### src/rtl/i2c_tgt_pkg.sv
// i2c_tgt_pkg: shared definitions for the I2C/SCCB write target.
//   - state_e      : receive/transmit FSM states
//   - ACK / NACK   : SDA levels for the acknowledge slot
//   - BYTE_W       : bits per I2C byte
//   - REG_AW       : register address width (two address bytes)
package i2c_tgt_pkg;

  localparam int BYTE_W = 8;
  localparam int REG_AW = 16;

  localparam logic ACK  = 1'b0;
  localparam logic NACK = 1'b1;

  typedef enum logic [3:0] {
    S_IDLE,
    S_ADDR,
    S_ACK_A,
    S_REG_HI,
    S_ACK_RH,
    S_REG_LO,
    S_ACK_RL,
    S_DATA,
    S_ACK_D,
    S_TX,
    S_RX_ACK,
    S_IGNORE
  } state_e;

endpackage

### src/rtl/i2c_line_sync.sv
// i2c_line_sync: brings raw SCL/SDA into the ack_clk domain and decodes
// bus events.
//   ack_clk, reset     : clock, asynchronous active-high reset
//   scl_in, sda_in     : raw pin levels
//   scl_rise, scl_fall : single-cycle SCL edge flags
//   start, stop        : single-cycle START / STOP flags
//   sda_s              : synchronised SDA level
// Synchroniser and edge registers reset to 1 (idle bus) so that releasing
// reset on an idle bus never produces a spurious event.
module i2c_line_sync #(
  parameter int SYNC_STAGES = 2
) (
  input  logic ack_clk,
  input  logic reset,
  input  logic scl_in,
  input  logic sda_in,
  output logic scl_rise,
  output logic scl_fall,
  output logic start,
  output logic stop,
  output logic sda_s
);

  logic [SYNC_STAGES-1:0] scl_sync_reg;
  logic [SYNC_STAGES-1:0] sda_sync_reg;
  logic                   scl_q_reg;
  logic                   sda_q_reg;
  logic                   scl_s;

  always_ff @(posedge ack_clk or posedge reset) begin
    if (reset) begin
      scl_sync_reg <= '1;
      sda_sync_reg <= '1;
      scl_q_reg    <= 1'b1;
      sda_q_reg    <= 1'b1;
    end else begin
      scl_sync_reg <= {scl_sync_reg[SYNC_STAGES-2:0], scl_in};
      sda_sync_reg <= {sda_sync_reg[SYNC_STAGES-2:0], sda_in};
      scl_q_reg    <= scl_s;
      sda_q_reg    <= sda_s;
    end
  end

  assign scl_s = scl_sync_reg[SYNC_STAGES-1];
  assign sda_s = sda_sync_reg[SYNC_STAGES-1];

  assign scl_rise = scl_s & ~scl_q_reg;
  assign scl_fall = ~scl_s & scl_q_reg;
  // SCL must be high on both samples so an SDA change racing an SCL edge
  // is not mistaken for START/STOP.
  assign start = scl_s & scl_q_reg & sda_q_reg & ~sda_s;
  assign stop  = scl_s & scl_q_reg & ~sda_q_reg & sda_s;

endmodule

### src/rtl/i2c_target_rx.sv
// i2c_target_rx: I2C/SCCB target that accepts
//   START, ADDR/W, REG[15:8], REG[7:0], DATA..., STOP
// and emits one wr_stb per data byte (register address auto-increments).
// Optional read service is compiled in with macro I2C_TGT_READ_EN.
//   ack_clk, reset  : clock (>= 8x SCL), asynchronous active-high reset
//   scl_in, sda_in  : raw bus levels
//   sda_oe          : 1 = pull SDA low
//   wr_addr/wr_data : write register address / data, valid with wr_stb
//   rd_addr/rd_stb  : read request (read build only, else 0)
//   rd_data         : read data, sampled one cycle after rd_stb
//   busy            : addressed transaction in progress
//   nack_seen       : sticky, master NACKed a read byte
module i2c_target_rx
  import i2c_tgt_pkg::*;
#(
  parameter logic [6:0] ADDR        = 7'h78,
  parameter int         SYNC_STAGES = 2
) (
  input  logic                ack_clk,
  input  logic                reset,
  input  logic                scl_in,
  input  logic                sda_in,
  output logic                sda_oe,
  output logic [REG_AW-1:0]   wr_addr,
  output logic [BYTE_W-1:0]   wr_data,
  output logic                wr_stb,
  output logic [REG_AW-1:0]   rd_addr,
  input  logic [BYTE_W-1:0]   rd_data,
  output logic                rd_stb,
  output logic                busy,
  output logic                nack_seen
);

`ifdef I2C_TGT_READ_EN
  localparam bit READ_EN = 1'b1;
`else
  localparam bit READ_EN = 1'b0;
  wire unused_rd_data = ^rd_data;
`endif

  // Reset asserts asynchronously (SDA is released at once) but releases on
  // a clock edge.
  logic [1:0] rst_sync_reg;
  logic       rst_int;

  always_ff @(posedge ack_clk or posedge reset) begin
    if (reset) rst_sync_reg <= 2'b11;
    else       rst_sync_reg <= {rst_sync_reg[0], 1'b0};
  end
  assign rst_int = rst_sync_reg[1];

  logic scl_rise, scl_fall, start_det, stop_det, sda_s;

  i2c_line_sync #(.SYNC_STAGES(SYNC_STAGES)) u_line_sync (
    .ack_clk  (ack_clk),
    .reset    (rst_int),
    .scl_in   (scl_in),
    .sda_in   (sda_in),
    .scl_rise (scl_rise),
    .scl_fall (scl_fall),
    .start    (start_det),
    .stop     (stop_det),
    .sda_s    (sda_s)
  );

  state_e              state_reg, state_next;
  logic [BYTE_W-1:0]   shift_reg, shift_next;
  logic [2:0]          bit_cnt_reg, bit_cnt_next;
  logic                sda_oe_reg, sda_oe_next;
  logic [REG_AW-1:0]   wr_addr_reg, wr_addr_next;
  logic [BYTE_W-1:0]   wr_data_reg, wr_data_next;
  logic                wr_stb_reg, wr_stb_next;
  logic                busy_reg, busy_next;
  logic                rw_reg, rw_next;
  logic [REG_AW-1:0]   rd_addr_reg, rd_addr_next;
  logic                rd_stb_reg, rd_stb_next;
  logic                nack_reg, nack_next;
  logic [BYTE_W-1:0]   tx_reg, tx_next;
  logic                tx_wait_reg, tx_wait_next;

  logic [BYTE_W-1:0]   byte_in;
  logic                last_bit;
  logic                rx_state;
  logic                addr_ok;

  // byte_in is the complete byte on the cycle its 8th bit is sampled.
  assign byte_in  = {shift_reg[BYTE_W-2:0], sda_s};
  assign last_bit = scl_rise && (bit_cnt_reg == 3'd7);
  assign rx_state = (state_reg == S_ADDR) || (state_reg == S_REG_HI) ||
                    (state_reg == S_REG_LO) || (state_reg == S_DATA);
  assign addr_ok  = (byte_in[7:1] == ADDR) && (!byte_in[0] || READ_EN);

  // State register
  always_ff @(posedge ack_clk or posedge rst_int) begin
    if (rst_int) state_reg <= S_IDLE;
    else         state_reg <= state_next;
  end

  // Next-state logic; START/STOP override every state, even mid-byte.
  always_comb begin
    state_next = state_reg;
    if (start_det) begin
      state_next = S_ADDR;
    end else if (stop_det) begin
      state_next = S_IDLE;
    end else begin
      case (state_reg)
        S_ADDR:   if (last_bit) state_next = addr_ok ? S_ACK_A : S_IGNORE;
        S_ACK_A:  if (scl_fall && sda_oe_reg) state_next = rw_reg ? S_TX : S_REG_HI;
        S_REG_HI: if (last_bit) state_next = S_ACK_RH;
        S_ACK_RH: if (scl_fall && sda_oe_reg) state_next = S_REG_LO;
        S_REG_LO: if (last_bit) state_next = S_ACK_RL;
        S_ACK_RL: if (scl_fall && sda_oe_reg) state_next = S_DATA;
        S_DATA:   if (last_bit) state_next = S_ACK_D;
        S_ACK_D:  if (scl_fall && sda_oe_reg) state_next = S_DATA;
        S_TX:     if (last_bit) state_next = S_RX_ACK;
        S_RX_ACK: if (scl_rise) state_next = (sda_s == ACK) ? S_TX : S_IGNORE;
        default:  state_next = state_reg;
      endcase
    end
  end

  // Output/datapath next-values
  always_comb begin
    shift_next   = shift_reg;
    bit_cnt_next = bit_cnt_reg;
    sda_oe_next  = sda_oe_reg;
    wr_addr_next = wr_addr_reg;
    wr_data_next = wr_data_reg;
    wr_stb_next  = 1'b0;
    busy_next    = busy_reg;
    rw_next      = rw_reg;
    rd_addr_next = rd_addr_reg;
    rd_stb_next  = 1'b0;
    nack_next    = nack_reg;
    tx_next      = tx_reg;
    tx_wait_next = tx_wait_reg;

`ifdef I2C_TGT_READ_EN
    if (rd_stb_reg) tx_next = rd_data;
`endif

    if (start_det) begin
      // Any partial byte is dropped; latched register addresses survive.
      bit_cnt_next = 3'd0;
      sda_oe_next  = 1'b0;
      nack_next    = 1'b0;
      tx_wait_next = 1'b0;
    end else if (stop_det) begin
      bit_cnt_next = 3'd0;
      sda_oe_next  = 1'b0;
      busy_next    = 1'b0;
    end else begin
      if (scl_rise && (rx_state || state_reg == S_TX)) begin
        shift_next   = byte_in;
        bit_cnt_next = bit_cnt_reg + 3'd1;
      end
      case (state_reg)
        S_ADDR: if (last_bit) begin
          if (addr_ok) begin
            busy_next = 1'b1;
            rw_next   = byte_in[0];
`ifdef I2C_TGT_READ_EN
            rd_stb_next = byte_in[0];
`endif
          end else begin
            busy_next = 1'b0;
          end
        end
        S_REG_HI: if (last_bit) wr_addr_next[15:8] = byte_in;
        S_REG_LO: if (last_bit) begin
          wr_addr_next[7:0] = byte_in;
`ifdef I2C_TGT_READ_EN
          rd_addr_next = {wr_addr_reg[15:8], byte_in};
`endif
        end
        S_DATA: if (last_bit) begin
          wr_data_next = byte_in;
          wr_stb_next  = 1'b1;
        end
        // First fall after the byte starts the ACK, second fall ends it;
        // sda_oe itself tells the two falls apart.
        S_ACK_A, S_ACK_RH, S_ACK_RL, S_ACK_D: if (scl_fall) begin
          if (!sda_oe_reg) begin
            sda_oe_next = 1'b1;
          end else begin
            sda_oe_next = 1'b0;
            if (state_reg == S_ACK_D) wr_addr_next = wr_addr_reg + 16'd1;
`ifdef I2C_TGT_READ_EN
            if (state_reg == S_ACK_A && rw_reg) sda_oe_next = ~tx_reg[7];
`endif
          end
        end
`ifdef I2C_TGT_READ_EN
        // tx_wait: the byte was fetched during the master's ACK clock, so
        // its MSB goes out on the fall that ends that clock.
        S_TX: if (scl_fall) begin
          if (tx_wait_reg) begin
            sda_oe_next  = ~tx_reg[7];
            tx_wait_next = 1'b0;
          end else begin
            tx_next     = {tx_reg[6:0], 1'b0};
            sda_oe_next = ~tx_reg[6];
          end
        end
        S_RX_ACK: begin
          if (scl_fall) begin
            sda_oe_next = 1'b0;
          end else if (scl_rise) begin
            if (sda_s == ACK) begin
              rd_addr_next = rd_addr_reg + 16'd1;
              rd_stb_next  = 1'b1;
              tx_wait_next = 1'b1;
            end else begin
              nack_next = 1'b1;
            end
          end
        end
`endif
        default: ;
      endcase
    end
  end

  // Datapath registers
  always_ff @(posedge ack_clk or posedge rst_int) begin
    if (rst_int) begin
      shift_reg   <= '0;
      bit_cnt_reg <= 3'd0;
      sda_oe_reg  <= 1'b0;
      wr_addr_reg <= '0;
      wr_data_reg <= '0;
      wr_stb_reg  <= 1'b0;
      busy_reg    <= 1'b0;
      rw_reg      <= 1'b0;
      rd_addr_reg <= '0;
      rd_stb_reg  <= 1'b0;
      nack_reg    <= 1'b0;
      tx_reg      <= '0;
      tx_wait_reg <= 1'b0;
    end else begin
      shift_reg   <= shift_next;
      bit_cnt_reg <= bit_cnt_next;
      sda_oe_reg  <= sda_oe_next;
      wr_addr_reg <= wr_addr_next;
      wr_data_reg <= wr_data_next;
      wr_stb_reg  <= wr_stb_next;
      busy_reg    <= busy_next;
      rw_reg      <= rw_next;
      rd_addr_reg <= rd_addr_next;
      rd_stb_reg  <= rd_stb_next;
      nack_reg    <= nack_next;
      tx_reg      <= tx_next;
      tx_wait_reg <= tx_wait_next;
    end
  end

  // Outputs
  always_comb begin
    sda_oe    = sda_oe_reg;
    wr_addr   = wr_addr_reg;
    wr_data   = wr_data_reg;
    wr_stb    = wr_stb_reg;
    rd_addr   = rd_addr_reg;
    rd_stb    = rd_stb_reg;
    busy      = busy_reg;
    nack_seen = nack_reg;
  end

endmodule

### config.mk
export PLATFORM = sky130hd
export DESIGN_NAME = i2c_target_rx
export DESIGN_NICKNAME = d
export VERILOG_FILES = /design/src/rtl/i2c_tgt_pkg.sv /design/src/rtl/i2c_line_sync.sv /design/src/rtl/i2c_target_rx.sv
export SDC_FILE = /design/constraint.sdc
export NUM_CORES = 1
export LEC_CHECK = 0
export CAP_MARGIN = 40
export CORE_ASPECT_RATIO = 0.5
export CORE_MARGIN = 4
export CORE_UTILIZATION = 52
export CTS_CLUSTER_SIZE = 8
export DETAILED_ROUTE_END_ITERATION = 6
export PLACE_DENSITY = 0.86
export SYNTH_ARGS = -nofsm -noshare
export SYNTH_HDL_FRONTEND = slang
export SYNTH_SLANG_ARGS = --single-unit
### constraint.sdc
create_clock -name ack_clk -period 2.25 [get_ports ack_clk]
set_clock_uncertainty 0.15 [all_clocks]
set_input_delay 0.225 -clock ack_clk [delete_from_list [all_inputs] [get_ports ack_clk]]
set_output_delay 0.225 -clock ack_clk [all_outputs]
set_load 0.02 [all_outputs]
==> results.txt, run 1 <==
----------------------------------------------------
[Route]
  Remaining design rule violation count ... 0
  Final wirelength ... 6450 microns
  Remaining antenna violation count after routing ... 0
  Total iterations of the first detailed-routing run ... 4
  Routed len/inst ... 16.0 microns
  Via-to-Cell Ratio ... 6.00
  Via count ... 2420
  Drt initial violations ... 135

[Synthesis]
  Post-synthesis share of cell area spent on full adders, half adders and majority gates ... 1.30%
  Simple-gate share of the synthesized area ... 17.1%
  Multiplexer fraction of the synthesized cell area ... 8.43%
  Fraction of the mapped netlist area in compound gates ... 19.3%
  Post-synthesis sequential area ratio ... 43.8%
  Yosys reg bits ... 50
  Unique masters post-synth ... 61
  Xor/xnor share of the synthesized area ... 0.608%
  Biggest area consumer among synthesized cells ... dfrtp_1
  Top cell type's share of synthesized area ... 36.5%
  Most common flop cell mapped by yosys ... dfrtp_1
  Netlist area before placement ... 2880 sq um
  Synth warn ... 0
  Synth area leaders ... dfrtp_1 36%, dfstp_2 7.3%, mux2_2 7.0%
  Combinational family with the most area after synthesis ... compound AO/OA/AOI/OAI gates
  Post-synthesis cell count ... 291
  Number of enable flip-flop cells after synthesis ... 0
  Average cell area after synthesis ... 9.90 sq um
  Post-synthesis async set-or-reset flop share ... 100%

[STA]
  Peak Freq ... 0.470 GHz
  Fin Setup TNS ... 0 ns
  RSZ-0062 raised after global routing ... false
  Hold Vio Cnt, Final ... 0
  Final max-slew violation count ... 0
  Min Tclk post-route ... 2.13 ns
  Setup-violating endpoint count in the final report ... 0
  Final worst path period share ... 94.7%

[Setup path]
  Critical Setup Path Class ... reg2reg
  Maximum net fanout on the critical path ... 9
  Worst Path Required ... 2.28 ns
  Critical Path AT ... 2.16 ns
  Startpoint class of the critical path ... flip-flop
  Endpoint type of the worst setup path ... flip-flop

[Run status]
  Status ... completed

[Cells and area]
  Fraction of final layout cells with drive strength greater than 1 ... 18.9%
  Flip-flop count of the largest register after layout ... 16
  Post-layout net count ... 347
  ANT cells ... 0
  Non-filler cells, final ... 403
  Post-synthesis to final-layout area growth ... 16.9%

[GRT]
  Number of global-route vias before repair ... 2272
  Antenna violations before repair ... 0
  Global-route wire length before repair ... 10700 microns
  Total Routing Usage GR ... 19.9%
  Gr ovfl total ... 0
  Maximum number of pins on one net before global-route repair ... 28

[Floorplan]
  Effective utilization at floorplan ... 56.1%
  I/O pin count ... 57
  Die W ... 113 microns
  Die Area ... 6870 sq um
  Vert. Die Dim ... 60.6 microns
  Placeable core area ... 5130 sq um
  Number of rows created at floorplan ... 18

[Place]
  Detail Placement HPWL ... 4720 microns
  Number of cells after detailed placement ... 395
  Port buffer count ... 30
  Routability Congestion ... 0.955

[Clocking]
  Count of instances resized after the clock tree is built ... 0
  Max Buffers Root-to-Sink ... 2
  Post-CTS setup buffers ... 0
  Total of hold buffers inserted after clock tree synthesis ... 0
  Clock tree from TritonCTS ... yes
  Clock slew seen by the registers of the worst setup and hold paths ... 0.09 ns
  Number of clock sinks ... 50
  Clock buffers created by TritonCTS ... 5
  Total number of H-tree levels ... 2
  Clk_lat worst skew ... 0.30 ns
  Buffer type at the clock tree root ... clkbuf_8

[Power]
  Max IR drop VDD ... 0.000718 V
  Share of total power in the clock network ... 11.7%
  Flop pwr share ... 36.0%
  Psw ... 0.00184 W
  Power Dens Cells ... 1260 nW/um^2
  Combinational share of power ... 52.3%
  Pleak ... 1.46 nW
  Final Power ... 0.00425 W
  Internal power component ... 0.00241 W
  Net Sw Frac ... 43.3%

[Run]
  Number of violations of the max-capacitance limit ... 0

[Min path]
  Worst min-delay path category ... reg2async

----------------------------------------------------
==> path summary, 6_finish.rpt <==
check	from	endpoint	slack [ns]	cells after the start
worst max register to register	bit_cnt_reg[0]$_DFFE_PP0P_	wr_data[5]$_DFFE_PP0P_	0.12	7
worst min register to register	rst_sync_reg[1]$_DFF_PP1_	wr_addr[0]$_DFFE_PP0P_	0.08	1
max in group asynchronous	rst_sync_reg[1]$_DFF_PP1_	state_reg[2]$_DFFE_PP0P_	1.30	2
worst min-delay path	rst_sync_reg[1]$_DFF_PP1_	wr_addr[0]$_DFFE_PP0P_	0.08	1
worst max-delay path	bit_cnt_reg[0]$_DFFE_PP0P_	wr_data[5]$_DFFE_PP0P_	0.12	7
min in group ack_clk	sda_in	u_line_sync.sda_sync_reg[0]$_DFF_PP1_	0.18	1
==> cell usage in the layout, fill, tap and decap left out, types with 4 or more instances in the layout <==
cell type        instances
a21oi_1                 28
a22o_1                   4
buf_4                   16
clkbuf_8                 5
clkdlybuf4s50_1         30
conb_1                  19
dfrtp_1                 42
dfstp_2                  8
inv_1                    8
mux2_2                  18
mux2i_1                  4
nand2_1                 25
nand3_1                  8
nand4_1                  4
nor2_1                  11
nor3_1                   4
o21ai_0                 17
o22ai_1                  9
==> area by class of cell <==
cell class	count	area, sq um
Fill cell	382	1770
Clock buffer	8	80.1
Inverter	10	37.5
Multi-Input combinational cell	216	1420
Sequential cell	50	1260
Tap cell	70	87.6
Timing Repair Buffer	49	480
==> layer usage <==
layer  GRT usage [%]  vias up  wire length, microns
met5               0        -                     0
met4            9.76        0                   165
met3            2.99       21                   525
met2            34.6      118                  2990
met1            25.2     1157                  2770
li1                -     1124                     -
==> logic make-up (layout without fill, tap and decap cells) <==
family          after synthesis  count (layout)
simple gates                 83              83
compound gates               87              87
xor+xnor                      2               2
other cells                   1              19
buf+inv                      43              67
flops                        50              50
fa+ha+maj                     3               3
mux                          22              22
==> cell usage after synthesis (3+ instances only) <==
cell,count
nand3_1,8
a21oi_1,28
nor2_1,11
mux2_2,18
a22oi_1,3
buf_4,24
nand2b_1,3
dfrtp_1,42
mux2i_1,4
ha_1,3
nand4_1,4
buf_2,7
nor3_1,4
nor2b_1,3
a22o_1,4
nand2_1,25
o21ai_0,17
dfstp_2,8
o22ai_1,9
inv_1,9
==> critical path, stage by stage (launching register included) <==
cell	delay (ns)
dfrtp_1	0.37
ha_1	0.15
ha_1	0.20
nand3b_4	0.14
or3_4	0.37
nor3_4	0.16
buf_12	0.15
mux2_2	0.33
==> power by group through the flow <==
stage          clock [W]  combinational [W]  sequential, W
5_1_grt         0.000552            0.00242        0.00158
3_5_place_dp           0            0.00219        0.00154
2_1_floorplan          0            0.00141        0.00158
3_3_place_gp           0            0.00213        0.00151
6_report        0.000497            0.00222        0.00153
4_1_cts         0.000511            0.00221        0.00152
==> through the flow <==
step           util, %  cell area, sq um  setup WS, ns  hold slack (ns)
2_1_floorplan        -              2950         0.224          -0.0135
3_3_place_gp      64.0              3290         0.164           0.0707
3_5_place_dp      64.0              3290         0.130           0.0813
4_1_cts           65.5              3370         0.111           0.0826
5_1_grt           65.5              3370        0.0264           0.0849
6_report          65.5              3370         0.120           0.0750
(Power assumes the default switching activity.)
==> inputs of run 2 (changes only) <==
- MAX_ROUTING_LAYER: unset -> met4
==> results.txt, run 2 (same netlist as run 1, synthesis figures left out) <==
----------------------------------------------------
[Run status]
  Status ... completed

[STA]
  Min Tclk post-route ... 2.19 ns
  Setup-violating endpoint count in the final report ... 0
  Fin Hold WS ... 0.0673 ns
  Final worst path period share ... 97.1%
  Peak Freq ... 0.458 GHz
  Hold Vio Cnt, Final ... 0
  Worst slew margin relative to its limit ... 46.0%
  Slew at the pin closest to its max-slew limit ... 0.809 ns
  Final max-slew violation count ... 0

[Setup path]
  Capture instance of the worst register-to-register path ... wr_data[4]$_DFFE_PP0P_
  Critical Setup Path Class ... reg2reg
  Reg2Reg Depth ... 7
  Logic depth of the worst path, buffers included ... 7
  Launch point of the worst path ... bit_cnt_reg[0]$_DFFE_PP0P_
  Critical Path AT ... 2.24 ns
  End of the critical path ... wr_data[4]$_DFFE_PP0P_
  Largest incremental delay on the critical path ... 0.37 ns
  Maximum net fanout on the critical path ... 9
  Cell with the biggest individual delay on the critical path ... dfrtp_1
  R2r startpoint ... bit_cnt_reg[0]$_DFFE_PP0P_
  Crit path buf inv count ... 1
  Startpoint class of the critical path ... flip-flop
  Worst Path Required ... 2.30 ns
  Critical path, cell by cell ... ha_1 > ha_2 > nand3b_4 > or3_4 > nor3_4 > buf_12 > mux2_2
  Endpoint type of the worst setup path ... flip-flop
  Category of cells accounting for the largest share of critical-path delay ... simple AND/OR/NAND/NOR gates
  R2R Setup Slk ... 0.06 ns

[Route]
  Routed len/inst ... 16.9 microns
  Remaining antenna violation count after routing ... 0
  Via-to-Cell Ratio ... 6.07
  Final wirelength ... 6800 microns
  Drt initial violations ... 178
  Total iterations of the first detailed-routing run ... 6
  Remaining design rule violation count ... 0
  Via count ... 2435

[Floorplan]
  Number of rows created at floorplan ... 18
  Die Area ... 6870 sq um
  Die W ... 113 microns
  I/O pin count ... 57
  Placeable core area ... 5130 sq um
  Vert. Die Dim ... 60.6 microns
  Effective utilization at floorplan ... 56.1%

[Clocking]
  Max Buffers Root-to-Sink ... 2
  Clock slew seen by the registers of the worst setup and hold paths ... 0.10 ns
  Total number of H-tree levels ... 2
  Number of clock sinks ... 50
  Clk_lat worst skew ... 0.32 ns
  Clock tree from TritonCTS ... yes
  Clock buffers created by TritonCTS ... 5
  Buffer type at the clock tree root ... clkbuf_8

[GRT]
  Global-route wire length before repair ... 10900 microns
  Antenna violations before repair ... 0
  Total Routing Usage GR ... 21.1%
  Number of global-route vias before repair ... 2219
  Maximum number of pins on one net before global-route repair ... 41
  Gr ovfl total ... 0

[Cells and area]
  Post-synthesis to final-layout area growth ... 17.2%
  Fraction of final layout cells with drive strength greater than 1 ... 20.2%
  ANT cells ... 0
  Post-layout net count ... 345
  Flip-flop count of the largest register after layout ... 16
  Non-filler cells, final ... 401
  Commonest non-fill, non-tap cells in the layout ... 40 x dfrtp_1, 30 x clkdlybuf4s50_1, 28 x a21oi_1
  Most frequent standard cell in the layout excluding fill and tap cells ... dfrtp_1
  Count of filler cells inserted in the layout ... 387

[Power]
  Power Dens Cells ... 1290 nW/um^2
  Max IR drop VDD ... 0.000883 V
  Pleak ... 1.46 nW

[Place]
  Number of cells after detailed placement ... 392
  Port buffer count ... 30
  Routability Congestion ... 0.948
  Detail Placement HPWL ... 4780 microns

[Run]
  Number of violations of the max-capacitance limit ... 0

[Min path]
  Worst min-delay path category ... in2async

----------------------------------------------------
run 2: changes by cell type in the layout (fill, tap and decap cells not counted), sizes merged:
cell    previous run  this run
clkinv             1         3
buf               19        17
clkbuf             8         6
run 2: how the worst min path moves through the flow:
stage	end	slack, ns	cells past startpoint
after CTS	rst_sync_reg[1]$_DFF_PP1_	0.06	2
after detailed placement	u_line_sync.sda_sync_reg[1]$_DFF_PP1_	0.20	0
after floorplan	rst_sync_reg[0]$_DFF_PP1_	-0.01	1
after global routing	rst_sync_reg[0]$_DFF_PP1_	0.06	2
after global placement	u_line_sync.sda_sync_reg[1]$_DFF_PP1_	0.20	0
final	rst_sync_reg[1]$_DFF_PP1_	0.07	2
run 2: per-layer routing:
layer / vias up / global-route usage [%] / wire (microns)
met3: 18 / 3.78 / 569
li1: 1114 / - / -
met1: 1155 / 26.6 / 2850
met4: 0 / 10.8 / 148
met2: 148 / 33.6 / 3230
met5: - / - / 0
run 2: where the power goes:
group | switching, W | internal (W) | total, W
clock | 0.000326 | 0.000254 | 0.000579
combinational | 0.00121 | 0.00102 | 0.00223
sequential | 0.000394 | 0.00116 | 0.00155
run 2: repair_timing:
| item | CTS | global route |
|---|---|---|
| endpoints found under the setup margin | 0 | 11 |
| hold buffers | 0 | 0 |
| buffers inserted | 0 | 1 |
| resized for setup | 0 | 3 |
run 2: stage by stage:
stage	instance area, sq um	power [W]	worst slack, ns	utilization, %	setup TNS (ns)
after floorplan	2950	0.00299	0.224	-	0
after global placement	3250	0.00362	0.0964	63.3	0
after detailed placement	3250	0.00373	0.0502	63.3	0
after CTS	3350	0.00432	0.0202	65.3	0
after global routing	3380	0.00462	-0.0135	65.7	-0.0506
final	3380	0.00436	0.0648	65.7	0
run 2: worst register-to-register path: cells and delay by family, from the launching register on:
family                     cells  cell delay (ns)
adders and majority gates      2             0.36
buffers and inverters          1             0.15
DFF                            1             0.37
muxes                          1             0.33
and+or+nand+nor                3             0.71
run 2: final cells by class:
cell class              count  area (sq um)  share of cell area (%)
clock buffers               6          82.6                    2.45
clock inverters             2          17.5                   0.519
inverters                  10          37.5                    1.11
multi-input cells         216          1420                    42.1
flip-flops and latches     50          1260                    37.4
well taps                  70          87.6                    2.59
repair buffers             47           465                    13.8
==> inputs of run 3 (changes only) <==
- CORE_MARGIN: 4 -> 2
- SLEW_MARGIN: unset -> 0
==> results.txt, run 3 (same netlist as run 1, synthesis figures left out) <==
----------------------------------------------------
[Floorplan]
  Die W ... 109 microns
  Effective utilization at floorplan ... 53.1%
  I/O pin count ... 57
  Die Area ... 6190 sq um
  Number of rows created at floorplan ... 19
  Placeable core area ... 5420 sq um
  Vert. Die Dim ... 56.6 microns

[Place]
  Number of cells after detailed placement ... 400
  Detail Placement HPWL ... 4760 microns
  Routability Congestion ... 0.947
  Port buffer count ... 30
  Post-Place Setup Slack ... 0.129 ns

[Cells and area]
  ANT cells ... 0
  Most frequent standard cell in the layout excluding fill and tap cells ... dfrtp_1
  Commonest non-fill, non-tap cells in the layout ... 40 x dfrtp_1, 30 x clkdlybuf4s50_1, 28 x a21oi_1
  Non-filler cells, final ... 414
  Sequential cell area ... 1260 sq um
  Share of the core filled with cells in the final layout ... 64.1%
  Post-layout net count ... 355
  Fraction of final layout cells with drive strength greater than 1 ... 23.5%
  Flip-flop count of the largest register after layout ... 16
  Count of filler cells inserted in the layout ... 434
  Post-synthesis to final-layout area growth ... 20.5%
  Multi-input combinational cell area ... 1440 sq um

[Route]
  Total iterations of the first detailed-routing run ... 5
  Drt initial violations ... 167
  Routed len/inst ... 17.1 microns
  Via count ... 2468
  Remaining design rule violation count ... 0
  Final wirelength ... 7070 microns
  Via-to-Cell Ratio ... 5.96
  Remaining antenna violation count after routing ... 0

[GRT]
  Number of global-route vias before repair ... 2330
  Gr ovfl total ... 0
  Maximum number of pins on one net before global-route repair ... 36
  Total Routing Usage GR ... 23.9%
  Global-route wire length before repair ... 11200 microns
  Antenna violations before repair ... 0

[Setup path]
  Critical Path AT ... 2.26 ns
  Startpoint class of the critical path ... flip-flop
  Critical Setup Path Class ... reg2reg
  Maximum net fanout on the critical path ... 6
  Worst Path Required ... 2.34 ns
  Capture instance of the worst register-to-register path ... wr_addr[12]$_DFFE_PP0P_
  Reg2Reg Depth ... 6
  R2R Setup Slk ... 0.08 ns
  R2r startpoint ... u_line_sync.scl_q_reg$_DFF_PP1_
  Endpoint type of the worst setup path ... flip-flop

[Power]
  Power Dens Cells ... 1280 nW/um^2
  Max IR drop VDD ... 0.000698 V
  Final Power ... 0.00445 W
  Pleak ... 1.51 nW

[STA]
  Hold Vio Cnt, Final ... 0
  Slew at the pin closest to its max-slew limit ... 0.758 ns
  Final max-slew violation count ... 0
  Min Tclk post-route ... 2.17 ns
  Fin Setup TNS ... 0 ns
  Setup-violating endpoint count in the final report ... 0
  Worst slew margin relative to its limit ... 49.4%
  Peak Freq ... 0.461 GHz
  Final worst path period share ... 96.3%
  Final worst-path setup slack ... 0.0824 ns

[Clocking]
  Clock slew seen by the registers of the worst setup and hold paths ... 0.10 ns
  Buffer type at the clock tree root ... clkbuf_8
  Max Buffers Root-to-Sink ... 2
  Total of hold buffers inserted after clock tree synthesis ... 0
  Total number of H-tree levels ... 2
  Clk_lat worst skew ... 0.31 ns
  Number of clock sinks ... 50
  Clock buffers created by TritonCTS ... 5
  Clock tree from TritonCTS ... yes

[Run status]
  Status ... completed

[Run]
  Number of violations of the max-capacitance limit ... 0

[Min path]
  Worst min-delay path category ... in2async

----------------------------------------------------
run 3: routing by layer:
metal  wire length [microns]  part of all wire (%)  global-route usage (%)  up-vias
li1                        -                     -                       -     1128
met1                    3090                    44                    33.0     1193
met2                    3330                    47                    36.6      124
met3                     448                   6.3                    3.37       23
met4                     207                   2.9                    7.96        0
met5                       0                     0                       -        -
run 3: how the worst max path moves through the flow:
| stage | from | end | cells after the start |
|---|---|---|---|
| finish | u_line_sync.scl_q_reg$_DFF_PP1_ | wr_addr[12]$_DFFE_PP0P_ | 6 |
| global route | state_reg[1]$_DFFE_PP0P_ | state_reg[0]$_DFFE_PP0P_ | 5 |
| CTS | u_line_sync.scl_q_reg$_DFF_PP1_ | wr_addr[12]$_DFFE_PP0P_ | 6 |
| detailed placement | bit_cnt_reg[0]$_DFFE_PP0P_ | state_reg[0]$_DFFE_PP0P_ | 7 |
| global placement | bit_cnt_reg[0]$_DFFE_PP0P_ | wr_data[6]$_DFFE_PP0P_ | 7 |
| floorplan | bit_cnt_reg[0]$_DFFE_PP0P_ | wr_data[0]$_DFFE_PP0P_ | 6 |
run 3: repair_timing:
item | 4_1_cts | 5_1_grt
setup buffers | 0 | 6
hold endpoints to repair | 0 | 0
endpoints found under the setup margin | 0 | 3
resized for setup | 0 | 6
run 3: report_power, final:
group | internal, W | leakage [nW] | switching [W]
Sequential | 0.00116 | 0.634 | 0.000406
Clock | 0.000254 | 0.0478 | 0.000317
Combinational | 0.00107 | 0.827 | 0.00124
Total | 0.00248 | 1.51 | 0.00197
run 3: critical path: stages (launching register included):
cell	delay, ns
dfstp_2	0.57
nand3b_4	0.12
o32a_1	0.39
nor3_4	0.30
buf_4	0.20
nor2b_1	0.20
a2bb2oi_2	0.17
run 3: cell type report:
| cell class | count | share of cell area (%) |
|---|---|---|
| well taps | 73 | 2.63 |
| multi-input cells | 216 | 41.5 |
| repair buffers | 57 | 15.6 |
| inverters | 10 | 1.08 |
| flip-flops and latches | 50 | 36.4 |
| clock inverters | 2 | 0.468 |
| clock buffers | 6 | 2.38 |
run 3: stage by stage:
stage | instance area [sq um] | hold slack (ns)
final | 3470 | 0.0850
after global routing | 3470 | 0.113
after CTS | 3400 | 0.0913
after detailed placement | 3300 | 0.198
after global placement | 3300 | 0.196
after floorplan | 2950 | -0.0135
